## src/rtl/shared_timer_arbiter_if.sv

```systemverilog
// Handshake bundle between the requesters (master) and the shared interval timer (slave).
interface shared_timer_arbiter_if #(
    parameter int NUM_REQ      = 4,
    parameter int NUM_CNT_BITS = 8
);
    logic [NUM_REQ-1:0]              req;
    logic [NUM_REQ*NUM_CNT_BITS-1:0] period;
    logic [NUM_REQ-1:0]              grant;
    logic                            busy;
    logic [NUM_CNT_BITS-1:0]         count_out;
    logic [NUM_REQ-1:0]              done;
    logic [NUM_REQ-1:0]              abort;

    modport master (
        output req, period,
        input  grant, busy, count_out, done, abort
    );

    modport slave (
        input  req, period,
        output grant, busy, count_out, done, abort
    );
endinterface

```

## src/rtl/shared_timer_arbiter.sv

```systemverilog
// Round-robin arbiter sharing one interval counter among NUM_REQ requesters.
// Optional macro SHARED_TIMER_B2B_EN: DONE hands the counter straight to the next winner.
module shared_timer_arbiter #(
    parameter int NUM_REQ      = 4,
    parameter int NUM_CNT_BITS = 8
) (
    input  logic                  clk,
    input  logic                  rst,
    shared_timer_arbiter_if.slave bus
);
    localparam int IDX_W = (NUM_REQ > 1) ? $clog2(NUM_REQ) : 1;

    typedef enum logic [1:0] {
        ST_IDLE,
        ST_LOAD,
        ST_RUN,
        ST_DONE
    } state_t;

    state_t                  r_state,  w_stateNext;
    logic [NUM_REQ-1:0]      r_grant,  w_grantNext;
    logic [NUM_REQ-1:0]      r_done,   w_doneNext;
    logic [NUM_REQ-1:0]      r_abort,  w_abortNext;
    logic [IDX_W-1:0]        r_owner,  w_ownerNext;
    logic [IDX_W-1:0]        r_last,   w_lastNext;
    logic [NUM_CNT_BITS-1:0] r_count,  w_countNext;
    logic [NUM_CNT_BITS-1:0] r_period, w_periodNext;

    logic [IDX_W-1:0]        w_arbBase;
    logic [IDX_W-1:0]        w_arbIdx;
    logic [IDX_W-1:0]        w_scanIdx;
    logic                    w_arbValid;
    logic [NUM_REQ-1:0]      w_arbGrant;
    logic [NUM_CNT_BITS-1:0] w_periodSel;
    logic [NUM_CNT_BITS-1:0] w_loadPeriod;
    logic [NUM_CNT_BITS-1:0] w_countInc;
    logic                    w_ownerReq;

    // In DONE the owner just finished, so it becomes the lowest priority for the handoff.
    assign w_arbBase = (r_state == ST_DONE) ? r_owner : r_last;

    always_comb begin
        w_arbIdx   = '0;
        w_arbValid = 1'b0;
        w_scanIdx  = '0;
        for (int k = 1; k <= NUM_REQ; k++) begin
            w_scanIdx = IDX_W'((int'(w_arbBase) + k) % NUM_REQ);
            if (!w_arbValid && bus.req[w_scanIdx]) begin
                w_arbValid = 1'b1;
                w_arbIdx   = w_scanIdx;
            end
        end
    end

    assign w_arbGrant   = w_arbValid ? (NUM_REQ'(1) << w_arbIdx) : '0;
    assign w_periodSel  = NUM_CNT_BITS'(bus.period >> (int'(r_owner) * NUM_CNT_BITS));
    assign w_loadPeriod = (w_periodSel == '0) ? NUM_CNT_BITS'(1) : w_periodSel;
    assign w_countInc   = r_count + NUM_CNT_BITS'(1);
    assign w_ownerReq   = bus.req[r_owner];

    always_comb begin
        w_stateNext  = r_state;
        w_grantNext  = r_grant;
        w_ownerNext  = r_owner;
        w_lastNext   = r_last;
        w_countNext  = r_count;
        w_periodNext = r_period;
        w_doneNext   = '0;
        w_abortNext  = '0;

        case (r_state)
            ST_IDLE: begin
                w_countNext = '0;
                if (w_arbValid) begin
                    w_grantNext = w_arbGrant;
                    w_ownerNext = w_arbIdx;
                    w_stateNext = ST_LOAD;
                end
            end

            ST_LOAD, ST_RUN: begin
                // Owner withdrew before completion: pulse abort from the IDLE cycle that follows.
                if (!w_ownerReq) begin
                    w_abortNext = r_grant;
                    w_grantNext = '0;
                    w_countNext = '0;
                    w_lastNext  = r_owner;
                    w_stateNext = ST_IDLE;
                end else if (r_state == ST_LOAD) begin
                    w_periodNext = w_loadPeriod;
                    w_countNext  = '0;
                    w_stateNext  = ST_RUN;
                end else begin
                    w_countNext = w_countInc;
                    if (w_countInc == r_period) begin
                        w_doneNext  = r_grant;
                        w_stateNext = ST_DONE;
                    end
                end
            end

            ST_DONE: begin
                w_lastNext  = r_owner;
                w_grantNext = '0;
                w_countNext = '0;
                w_stateNext = ST_IDLE;
`ifdef SHARED_TIMER_B2B_EN
                if (w_arbValid) begin
                    w_grantNext = w_arbGrant;
                    w_ownerNext = w_arbIdx;
                    w_stateNext = ST_LOAD;
                end
`endif
            end

            default: begin
                w_stateNext = ST_IDLE;
            end
        endcase
    end

    always_ff @(posedge clk) begin
        if (rst) begin
            r_state  <= ST_IDLE;
            r_grant  <= '0;
            r_done   <= '0;
            r_abort  <= '0;
            r_owner  <= '0;
            r_last   <= IDX_W'(NUM_REQ - 1);
            r_count  <= '0;
            r_period <= '0;
        end else begin
            r_state  <= w_stateNext;
            r_grant  <= w_grantNext;
            r_done   <= w_doneNext;
            r_abort  <= w_abortNext;
            r_owner  <= w_ownerNext;
            r_last   <= w_lastNext;
            r_count  <= w_countNext;
            r_period <= w_periodNext;
        end
    end

    assign bus.grant     = r_grant;
    assign bus.busy      = (r_state != ST_IDLE);
    assign bus.count_out = r_count;
    assign bus.done      = r_done;
    assign bus.abort     = r_abort;
endmodule

```

## src/flat_wrapper.sv

```systemverilog
// flat-port wrapper written by rule: the top's interface ports become plain ports
module shared_timer_arbiter_flat 
#(
    parameter int NUM_REQ      = 4,
    parameter int NUM_CNT_BITS = 8
)
  (clk, rst, bus_req, bus_period, bus_grant, bus_busy, bus_count_out, bus_done, bus_abort);
  shared_timer_arbiter_if #(.NUM_REQ(NUM_REQ), .NUM_CNT_BITS(NUM_CNT_BITS)) bus_i ();
  input  logic clk;
  input  logic rst;
  input wire logic [$bits(bus_i.req)-1:0] bus_req;
  input wire logic [$bits(bus_i.period)-1:0] bus_period;
  output wire logic [$bits(bus_i.grant)-1:0] bus_grant;
  output wire logic [$bits(bus_i.busy)-1:0] bus_busy;
  output wire logic [$bits(bus_i.count_out)-1:0] bus_count_out;
  output wire logic [$bits(bus_i.done)-1:0] bus_done;
  output wire logic [$bits(bus_i.abort)-1:0] bus_abort;
  assign bus_i.req = bus_req;
  assign bus_i.period = bus_period;
  assign bus_grant = bus_i.grant;
  assign bus_busy = bus_i.busy;
  assign bus_count_out = bus_i.count_out;
  assign bus_done = bus_i.done;
  assign bus_abort = bus_i.abort;
  shared_timer_arbiter #(.NUM_REQ(NUM_REQ), .NUM_CNT_BITS(NUM_CNT_BITS)) u_core (.clk(clk), .rst(rst), .bus(bus_i));
endmodule
```

## config.mk

```make
export PLATFORM = sky130hd
export DESIGN_NAME = shared_timer_arbiter_flat
export DESIGN_NICKNAME = d
export VERILOG_FILES = /design/src/rtl/shared_timer_arbiter_if.sv /design/src/rtl/shared_timer_arbiter.sv /design/src/flat_wrapper.sv
export SDC_FILE = /design/constraint.sdc
export NUM_CORES = 1
export LEC_CHECK = 0
export BUFFER_PORTS_ARGS = -buffer_cell sky130_fd_sc_hd__buf_2
export CAP_MARGIN = 0
export CORE_MARGIN = 2
export CORE_UTILIZATION = 25
export CTS_CLUSTER_DIAMETER = 50
export DETAILED_ROUTE_END_ITERATION = 12
export PLACE_DENSITY = 0.43
export SETUP_SLACK_MARGIN = 0.5
export SLEW_MARGIN = 25
export SYNTH_ARGS = -nofsm -noshare
export SYNTH_HDL_FRONTEND = slang
export SYNTH_SLANG_ARGS = --single-unit
```

## constraint.sdc

```tcl
create_clock -name clk -period 5.1 [get_ports clk]
set_input_delay 0.255 -clock clk [delete_from_list [all_inputs] [get_ports clk]]
set_output_delay 0.255 -clock clk [all_outputs]
set_load 0.05 [all_outputs]
```

# After elaboration in Yosys (flattened, before gate mapping)
# Cells that the tools add are included.
dict set report classes {
  n_addsub 5
  n_lt_le_gt_ge 5
  eq_ne 7
  shifts 2
  muxes 33
  n_bitwise 3
  reduce_logical 19
}
# op count
set ops {}
lappend ops {{$shr 32x5->8} 1}
lappend ops {{$mux 8} 3}
lappend ops {{$mux 2} 10}
lappend ops {{$pmux 8 s2} 1}
lappend ops {{$lt 2x3->1 const B} 5}
lappend ops {{$pmux 4 s3} 1}
lappend ops {{$bmux 1 s2} 5}
lappend ops {{$mux 1} 9}
lappend ops {{$add 8x1->8 const B} 1}
lappend ops {{$eq 8x8->1} 1}
lappend ops {{$logic_not 8->1} 1}
lappend ops {{$mux 4} 2}
lappend ops {{$reduce_and 2->1} 4}
lappend ops {{$pmux 2 s3} 1}
lappend ops {{$reduce_or 5->1} 1}
lappend ops {{$add 2x1->2 const B} 2}
lappend ops {{$add 2x2->2 const B} 2}
lappend ops {{$eq 2x2->1 const B} 2}
lappend ops {{$ne 4x4->1 const B} 1}
lappend ops {{$pmux 2 s2} 1}
lappend ops {{$reduce_bool 2->1} 2}
lappend ops {{$reduce_or 2->1} 2}
lappend ops {{$shl 1x2->4 const A} 1}
lappend ops {{$logic_and 1x1->1} 3}
lappend ops {{8 further kinds} 12}
dict set report word_totals {
  register_bits 34
}

# Longest topological paths before layout
# Gate-level depths: netlist of run 1.
dict set report depth {
  ltp_word 18
  depth_mapped 8
}

# Least setup slack after synthesis of run 1
# Ideal clock, no wire load.
dict set report synth_timing {
  kind {register to register}
  startpoint {register u_core.r_count[0], in the netlist u_core.bus.count_out[0]}
  endpoint {register u_core.r_state[1]}
  arrival_ns 2.264
  t_required_ns 4.984
  slack_ns 2.720
  path_stages_with_launch 8
  period_less_slack_ns 2.380
  path_cell_list {dfxtp_1 ha_1 nand3_1 nor2_1 xor3_2 o21ai_0 a311oi_2 a31o_1}
}
dict set report synth_via {
  elab_chain_len 4
}
# element line
set synth_rtl {}
lappend synth_rtl {{from (decl)} shared_timer_arbiter.sv:26} ;# logic [NUM_CNT_BITS-1:0] r_count, w_countNext;
lappend synth_rtl {{from (signal assigned)} shared_timer_arbiter.sv:139} ;# r_count <= w_countNext;
lappend synth_rtl {{$add 8x1->8} shared_timer_arbiter.sv:58} ;# assign w_countInc = r_count + NUM_CNT_BITS'(1);
lappend synth_rtl {{$eq 8x8->1} shared_timer_arbiter.sv:95} ;# if (w_countInc == r_period) begin
lappend synth_rtl {{$ne 4x4->1 (no source line)} --}
lappend synth_rtl {{$reduce_and 2->1 (no source line)} --}
lappend synth_rtl {{to (signal assigned)} shared_timer_arbiter.sv:133} ;# r_state <= w_stateNext;
lappend synth_rtl {{to (decl)} shared_timer_arbiter.sv:20} ;# state_t r_state, w_stateNext;
# No other way between the ends.
# A chain may end at the register's enable or synchronous reset.

# Worst setup path after layout of run 1
dict set report layout_timing {
  startpoint {register u_core.r_owner[0]}
  endpoint {register u_core.r_state[1]}
}
dict set report layout_via {
  elab_chain_len 16
  word_cells_on_any_way 30
  classes_between {add/sub (4); eq/ne (2); mux (17); reduce/logical (7)}
}
# element line
set layout_rtl {}
lappend layout_rtl {{from (decl)} shared_timer_arbiter.sv:24} ;# logic [IDX_W-1:0] r_owner, w_ownerNext;
lappend layout_rtl {{from (signal assigned)} shared_timer_arbiter.sv:137} ;# r_owner <= w_ownerNext;
lappend layout_rtl {{$mux 2} shared_timer_arbiter.sv:40} ;# assign w_arbBase = (r_state == ST_DONE) ? r_owner : r_last;
lappend layout_rtl {{$add 2x1->2} shared_timer_arbiter.sv:47} ;# w_scanIdx = IDX_W'((int'(w_arbBase) + k) % NUM_REQ);
lappend layout_rtl {{$bmux 1 s2} shared_timer_arbiter.sv:48} ;# if (!w_arbValid && bus.req[w_scanIdx]) begin
lappend layout_rtl {{$mux 1 (not written as such)} shared_timer_arbiter.sv:48}
lappend layout_rtl {{$mux 1} shared_timer_arbiter.sv:48}
lappend layout_rtl {{$logic_not 1->1} shared_timer_arbiter.sv:48}
lappend layout_rtl {{$logic_and 1x1->1} shared_timer_arbiter.sv:48}
lappend layout_rtl {{$mux 1} shared_timer_arbiter.sv:48}
lappend layout_rtl {{$logic_not 1->1} shared_timer_arbiter.sv:48}
lappend layout_rtl {{$logic_and 1x1->1} shared_timer_arbiter.sv:48}
lappend layout_rtl {{$mux 1} shared_timer_arbiter.sv:48}
lappend layout_rtl {{$logic_not 1->1} shared_timer_arbiter.sv:48}
lappend layout_rtl {{$logic_and 1x1->1} shared_timer_arbiter.sv:48}
lappend layout_rtl {{$mux 1} shared_timer_arbiter.sv:48}
lappend layout_rtl {{$ne 2x1->1 (no source line)} --}
lappend layout_rtl {{$reduce_and 2->1 (no source line)} --}
# Parallel ways exist; a longest one is shown, timed or not. The select of a mux whose other input is x is not followed.

==> run_results.csv, run 1 <==
group,metric,value,unit
critical_path,rr_worst_depth,6,
logic_synthesis,synth_top_family_by_area,"simple AND/OR/NAND/NOR gates",
logic_synthesis,synth-seq-cells,34,
logic_synthesis,synth-edff-count,0,
logic_synthesis,synth_simple_gate_area_share,22.3,%
power,pwr-share-clk,19.7,%
layout,final_core_util,32.5,%
routing,drc,0,
power,peakVddDrop,150,uV
critical_path,path_max_fanout,12,
critical_path,end_kind,"flip-flop",
die,die_x,89.8,um
power,power_leakage,1.01,nW
clock_network,clk_pin_slew,70,ps
logic_synthesis,synth_nets,227,
routing,wl_per_cell,12.2,um
clock_network,cts_resized,0,
logic_synthesis,postSynth.asyncResetShare,0,%
logic_synthesis,synth_compound_area_share,11.9,%
die,start_util,25.7,%
global_routing,grt_pass1_wl,7130,um
critical_path,start_kind,"flip-flop",
logic_synthesis,synth_xor_area_share,6.59,%
global_routing,track_usage,11.0,%
clock_network,cts-htree-levels,2,
min_path,hold_depth,2,
clock_network,ctsRootBufferMaster,"clkbuf_8",
min_path,min_to,"u_core.bus.grant[2]$_SDFFE_PP0P_",
critical_path,worstPathArrival,2560,ps
routing,first_pass_iters,4,
logic_synthesis,synthAdderAreaFrac,3.40,%
sta,fin_setup_tns,0,ps
sta,worst_pin_slew,658,ps
global_routing,grt_max_degree,23,
die,core_area,7180,um^2
placed_design,port_buffers,58,
clock_network,cts_setup_buffers,0,
layout,fin_area,2330,um^2
logic_synthesis,synth_area,1840,um^2
run_status,run_status,"finished, final reports clean",
clock_network,cts_tree,"done",
global_routing,grt_pass1_vias,1412,
critical_path,criticalPathCategory,"reg2reg",
logic_synthesis,seq_area_frac_synth,37.0,%
die,dieArea,8070,um^2
placed_design,dp_hpwl,3350,um
placed_design,placed_area,2240,um^2
clock_network,clockBufferDepth,2,
power,pwr-share-comb,43.7,%
critical_path,r2r_slack,2720,ps
routing,num_vias,1523,
power,netSwitchingFraction,39.4,%
routing,via_per_inst,4.41,
clock_network,ctsHoldBuffers,0,
layout,drive_gt1_share,35.0,%
sta,fin_crit_sh,46.7,%
sta,setup-violations-final,0,
layout,diodes,0,
sta,slew_headroom,56.0,%
clock_network,clk_latency,280,ps
power,intPower,0.626,mW
global_routing,grt_remaining_overflow,0,
sta,slew_violations,0,
global_routing,antenna_found_initial,0,
logic_synthesis,synthMuxAreaShare,16.5,%
logic_synthesis,synth_cells,184,
min_path,worstHoldStart,"rst",
power,power_density,443,nW/um^2
critical_path,worstPathRequired,5280,ps
sta,fin_skew,5.25,ps
routing,wl,4200,um
die,die_height,89.8,um
placed_design,gp_congestion,0.760,
routing,postRouteAntennaNets,0,
critical_path,r2r-end,"u_core.r_state[1]$_SDFFE_PP0P_",
power,seq_power_share,36.6,%
power,p_switching,0.407,mW
logic_synthesis,yosys_warnings,0,
die,ios,59,
sta,rsz0062_at_grt,"false",
sta,period_minus_slack,2380,ps
logic_synthesis,syn_avg_cell_area,10.0,um^2
sta,fmax,420,MHz
logic_synthesis,ys_types,44,
layout,nNetsFinal,288,
layout,syn2layout_area_growth,26.5,%
run,cap_violations,0,
sta,hold_violations,0,
logic_synthesis,synth_flop_cell,"dfxtp_1",
die,rows,31,
min_path,hp-class,"in2reg",
critical_path,rr_startpoint,"u_core.r_owner[0]$_SDFFE_PP0P_",
clock_network,cts.sinks,34,
routing,drtIter0Drc,29,
clock_network,cts_buffers,5,
## placed cells by master, fill, tap and decap left out, types with 3 or more instances in the layout
| cell type | synthesis | routed |
|---|---|---|
| nand2_1 | 11 | 11 |
| mux4_2 | 9 | 9 |
| nand4_1 | 3 | 3 |
| xnor2_1 | 7 | 7 |
| clkbuf_8 | 0 | 6 |
| and2_1 | 9 | 9 |
| mux2i_1 | 9 | 9 |
| nor4_1 | 3 | 3 |
| inv_1 | 7 | 7 |
| nand3_1 | 4 | 4 |
| a211o_1 | 4 | 4 |
| dfxtp_1 | 34 | 34 |
| a21oi_1 | 5 | 5 |
| nor2_1 | 27 | 27 |
| a211oi_1 | 3 | 3 |
| ha_1 | 5 | 5 |
| nor3_1 | 3 | 3 |
| o21ai_0 | 4 | 4 |
| buf_2 | 2 | 58 |
| xor2_1 | 4 | 4 |
## per-stage QoR
stage	setup WS, ps	std cells	power (mW)	hold slack (ps)
after global routing	2580	345	1.12	399
after detailed placement	2720	337	0.843	469
final	2720	345	1.03	376
after floorplan	2720	184	0.740	437
after global placement	2740	337	0.841	464
after CTS	2690	345	1.05	379
## worst max-delay path by stage
stage / depth (start not counted) / startpoint / to / slack (ps)
detailed placement: 6 / u_core.r_owner[0]$_SDFFE_PP0P_ / u_core.r_state[1]$_SDFFE_PP0P_ / 2720
global placement: 6 / u_core.r_owner[0]$_SDFFE_PP0P_ / u_core.r_state[1]$_SDFFE_PP0P_ / 2740
CTS: 6 / u_core.r_owner[0]$_SDFFE_PP0P_ / u_core.r_state[1]$_SDFFE_PP0P_ / 2690
global route: 6 / u_core.r_owner[0]$_SDFFE_PP0P_ / u_core.r_state[1]$_SDFFE_PP0P_ / 2580
finish: 6 / u_core.r_owner[0]$_SDFFE_PP0P_ / u_core.r_state[1]$_SDFFE_PP0P_ / 2720
floorplan: 7 / u_core.bus.count_out[0]$_SDFF_PP0_ / u_core.r_state[1]$_SDFFE_PP0P_ / 2720
## critical path: stages (launching register included)
cell and delay [ps]:
dfxtp_1 750, mux4_2 720, and3_4 240, nand4_1 90
o311a_4 200, a311oi_2 90, a31o_1 200
## sequential cells by signal (all words and copies together) (netlist names)
name                  count
u_core.r_owner            2
u_core.bus.abort          4
u_core.r_period           8
u_core.r_last             2
u_core.bus.done           4
u_core.r_state            2
u_core.bus.grant          4
u_core.bus.count_out      8
## synthesized netlist by cell type (all sizes together), types with 2 or more instances
cell type	count	area, um^2
dfxtp	34	681
nor2	27	101
nand2	11	41.3
and2	10	63.8
mux2i	9	90.1
mux4	9	203
inv	7	26.3
xnor2	7	61.3
nand3	6	47.6
a21oi	5	25.0
ha	5	62.6
a211o	4	35.0
o21ai	4	20.0
xor2	4	35.0
a211oi	3	22.5
and3	3	23.8
nand4	3	18.8
nor3	3	15.0
nor4	3	18.8
a2bb2oi	2	17.5
a31oi	2	12.5
a32oi	2	17.5
buf	2	10.0
clkbuf	2	7.51
nor2b	2	12.5
or3	2	18.8
## final cells by class
| class | instances | area [um^2] |
|---|---|---|
| Clock buffer | 7 | 86.3 |
| Clock inverter | 1 | 5.00 |
| Timing Repair Buffer | 58 | 290 |
| Fill cell | 802 | 4850 |
| Tap cell | 99 | 124 |
| Inverter | 7 | 26.3 |
| Sequential cell | 34 | 681 |
| Multi-Input combinational cell | 139 | 1120 |
## per-layer routing
metal | routed length [um] | global-route usage (%) | share of wire (%)
met1 | 2080 | 15.1 | 50
met2 | 1780 | 15.9 | 42
met3 | 250 | 3.35 | 6.0
met4 | 88 | 5.00 | 2.1
met5 | 0 | 0 | 0
## power by group through the flow
| stage | logic, mW | clock network (mW) | registers, mW |
|---|---|---|---|
| 3_3_place_gp | 0.455 | 0 | 0.386 |
| 6_report | 0.451 | 0.203 | 0.378 |
| 2_1_floorplan | 0.353 | 0 | 0.388 |
| 5_1_grt | 0.500 | 0.227 | 0.389 |
| 4_1_cts | 0.457 | 0.214 | 0.381 |
| 3_5_place_dp | 0.457 | 0 | 0.386 |
## kinds of logic after synthesis
logic type,after synthesis
AO/OA/AOI/OAI,28
buffers and inverters,11
multiplexers,19
AND/OR/NAND/NOR,75
flip-flops,34
XOR/XNOR,12
adder cells (fa/ha/maj),5
Power figures use the tool's default switching activity.
==> run 2: changes to the inputs <==
Settings changed: ABC_AREA set to 1, PLACE_DENSITY 0.43 to 0.42.
Clock period 5.1 ns to 2.4 ns, I/O delays scaled along.
==> run 2 against run 1 <==
  * Flip-flop and latch count unchanged
  * First-iteration DRC count rose to 2.7 times the previous value
  * Non-clock buffer count up 11
  * Power rose to 2.9 times the previous value
  * Synthesized area up 11%
  * Wire length up 34%
  * Combinational power rose to 4.0 times the previous value
  * Clock-buffer cell count down 2
  * Final cell count up 43%
  * Clock skew down 2.1 ps
  * Synthesized cell count up 73%
==> run_results.csv, run 2 <==
group,metric,value,unit
die,die_height,94.6,um
critical_path,worst-path-buf-inv,2,
sta,fin_crit_sh,74.9,%
placed_design,port_buffers,58,
routing,first_pass_iters,4,
layout,drive_gt1_share,33.4,%
logic_synthesis,synth_flop_cell,"dfxtp_1",
critical_path,cp.depth,13,
critical_path,end_kind,"flip-flop",
critical_path,worstPathCellList,"ha_4 > inv_4 > nand2_2 > nand2_4 > nand2_2 > nand2_4 > buf_4 > nor2_1 > o21ai_1 > nand2_1 > a21oi_2 > nand2_1 > a21oi_1",
logic_synthesis,synth_nets,362,
sta,slew_violations,0,
placed_design,place_ws,436,ps
run,cap_violations,0,
power,intPower,1.54,mW
layout,mostFrequentLayoutCells,"nand2_1 (69), buf_2 (58), nor2_1 (38), inv_1 (29), dfxtp_1 (27)",
logic_synthesis,synth-seq-cells,34,
layout,final_common_cell,"nand2_1",
sta,fmax,556,MHz
power,netSwitchingFraction,48.6,%
layout,syn2layout_area_growth,33.7,%
power,p_total,2.99,mW
die,ios,59,
critical_path,critPathMaxStageDelay,360,ps
clock_network,clk_latency,280,ps
global_routing,antenna_found_initial,0,
critical_path,worstPathArrival,2020,ps
sta,period_minus_slack,1800,ps
layout,nNetsFinal,432,
logic_synthesis,synth_area,2050,um^2
global_routing,grt_max_degree,19,
global_routing,grt_remaining_overflow,0,
power,pwr-share-clk,13.3,%
routing,wl_per_cell,11.4,um
power,peakVddDrop,418,uV
die,rows,33,
critical_path,path_max_fanout,7,
logic_synthesis,yosys_warnings,0,
critical_path,worstPathRequired,2620,ps
routing,num_vias,2212,
clock_network,cts-htree-levels,2,
sta,fin_setup_tns,0,ps
logic_synthesis,seq_area_frac_synth,33.2,%
power,seq_power_share,26.9,%
die,core_area,8090,um^2
placed_design,dp_hpwl,4310,um
critical_path,cp_slowest_cell,"dfxtp_4",
sta,slew_headroom,70.3,%
routing,via_per_inst,4.48,
min_path,hold_depth,2,
logic_synthesis,postSynth.asyncResetShare,0,%
power,p_switching,1.45,mW
routing,postRouteAntennaNets,0,
clock_network,cts_buffers,5,
logic_synthesis,synth_top_area_cell,"dfxtp_1",
placed_design,gp_congestion,0.738,
die,dieArea,8940,um^2
global_routing,grt_pass1_vias,2000,
routing,wl,5610,um
sta,rsz0062_at_grt,"true",
logic_synthesis,synth_top_cells_by_count,"nand2_1 (83), nor2_1 (42), dfxtp_1 (34)",
clock_network,cts.sinks,34,
logic_synthesis,synth_most_common_cell,"nand2_1",
logic_synthesis,synth_top_area_share,33.2,%
logic_synthesis,synth-edff-count,0,
layout,fill_cells,937,
clock_network,cts_tree,"done",
clock_network,clockBufferDepth,2,
global_routing,track_usage,12.8,%
power,power_leakage,1.30,nW
power,pwr-share-comb,59.8,%
sta,worst_pin_slew,445,ps
sta,hold_violations,0,
sta,fin_skew,3.15,ps
clock_network,ctsRootBufferMaster,"clkbuf_8",
logic_synthesis,ys_top_cells_by_area,"dfxtp_1 (33%), nand2_1 (15%), nor2_1 (7.7%)",
layout,diodes,0,
die,die_x,94.6,um
logic_synthesis,ys_types,30,
critical_path,critPathTopFamily,"simple AND/OR/NAND/NOR gates",
clock_network,ctsHoldBuffers,0,
run_status,run_status,"finished, final reports clean",
clock_network,clk_pin_slew,70,ps
global_routing,grt_pass1_wl,9030,um
critical_path,start_kind,"flip-flop",
logic_synthesis,syn_avg_cell_area,6.43,um^2
routing,drtIter0Drc,79,
min_path,hp-class,"in2reg",
routing,drc,0,
critical_path,rr_worst_depth,13,
sta,setup_slack,602,ps
die,start_util,25.3,%
logic_synthesis,synth_cells,319,
critical_path,criticalPathCategory,"reg2reg",
power,power_density,1090,nW/um^2
sta,setup-violations-final,0,
==> run 2: cell types whose count changed in the layout (fill, tap and decap cells not counted), moves of 8 or more <==
cell     delta
a21oi_1    +13
and2_1      -8
buf_4      +10
inv_1      +22
mux2i_1     -9
mux4_2      -9
nand2_1    +58
nand2_2    +24
nand3_1    +16
nor2_1     +11
o21ai_0    +22
==> run 2: worst register-to-register path: cells and delay by family (launching register included) <==
kind / cells / cell delay (ps)
AOI/OAI and AO/OA: 3 / 450
adders and majority gates: 1 / 180
buffers and inverters: 2 / 190
DFF: 1 / 360
and+or+nand+nor: 7 / 560
==> run 2: repair_timing <==
action                                 4_1_cts  5_1_grt
gates cloned                                 0        1
pin swaps                                    0       15
resized for setup                            4       39
buffers inserted                             0        8
endpoints found under the hold margin        0        0
setup endpoints to repair                    8       13
==> run 2: worst paths after layout <==
path | from | endpoint | slack (ps)
setup / recovery | u_core.r_state[0]$_SDFFE_PP0P_ | u_core.bus.grant[1]$_SDFFE_PP0P_ | 600
hold / removal | rst | u_core.bus.grant[0]$_SDFFE_PP0P_ | 80
setup reg to reg | u_core.r_state[0]$_SDFFE_PP0P_ | u_core.bus.grant[1]$_SDFFE_PP0P_ | 600
hold reg to reg | u_core.bus.grant[0]$_SDFFE_PP0P_ | u_core.bus.done[0]$_SDFF_PP0_ | 470
==> run 2: per-stage QoR <==
| step | std cells | util, % | hold slack (ps) | cell area, um^2 |
|---|---|---|---|---|
| 2_1_floorplan | 319 | - | 189 | 2050 |
| 3_3_place_gp | 478 | 30.5 | 380 | 2470 |
| 3_5_place_dp | 478 | 30.5 | 378 | 2470 |
| 4_1_cts | 485 | 31.6 | 72.7 | 2560 |
| 5_1_grt | 494 | 33.9 | 88.7 | 2740 |
| 6_report | 494 | 33.9 | 77.1 | 2740 |
==> run 2: logic make-up after synthesis <==
group,synth area share (%)
fa+ha+maj,3.05
buf+inv,7.75
simple gates,37.6
compound gates,17.1
xor+xnor,1.28
flops,33.2
==> run 2: area by class of cell <==
| cell class | count | area (um^2) | area share, % |
|---|---|---|---|
| Sequential cell | 34 | 697 | 25.4 |
| Tap cell | 105 | 131 | 4.79 |
| Clock buffer | 5 | 68.8 | 2.51 |
| Inverter | 34 | 136 | 4.97 |
| Multi-Input combinational cell | 245 | 1320 | 48.2 |
| Clock inverter | 2 | 10.0 | 0.365 |
| Timing Repair Buffer | 69 | 377 | 13.7 |
==> run 2: routing by layer <==
| layer | up-vias | GRT usage, % | routed length, um |
|---|---|---|---|
| li1 | 1172 | - | - |
| met1 | 993 | 16.0 | 2620 |
| met2 | 40 | 22.1 | 2670 |
| met3 | 7 | 3.11 | 267 |
| met4 | 0 | 2.90 | 55 |
| met5 | - | 0 | 0 |
==> run 2: power groups by stage <==
stage | Clock (mW) | Sequential [mW] | Combinational [mW]
finish | 0.398 | 0.803 | 1.79
floorplan | 0 | 0.852 | 1.15
global placement | 0 | 0.794 | 1.58
detailed placement | 0 | 0.794 | 1.58
global route | 0.444 | 0.819 | 2.01
CTS | 0.416 | 0.792 | 1.59
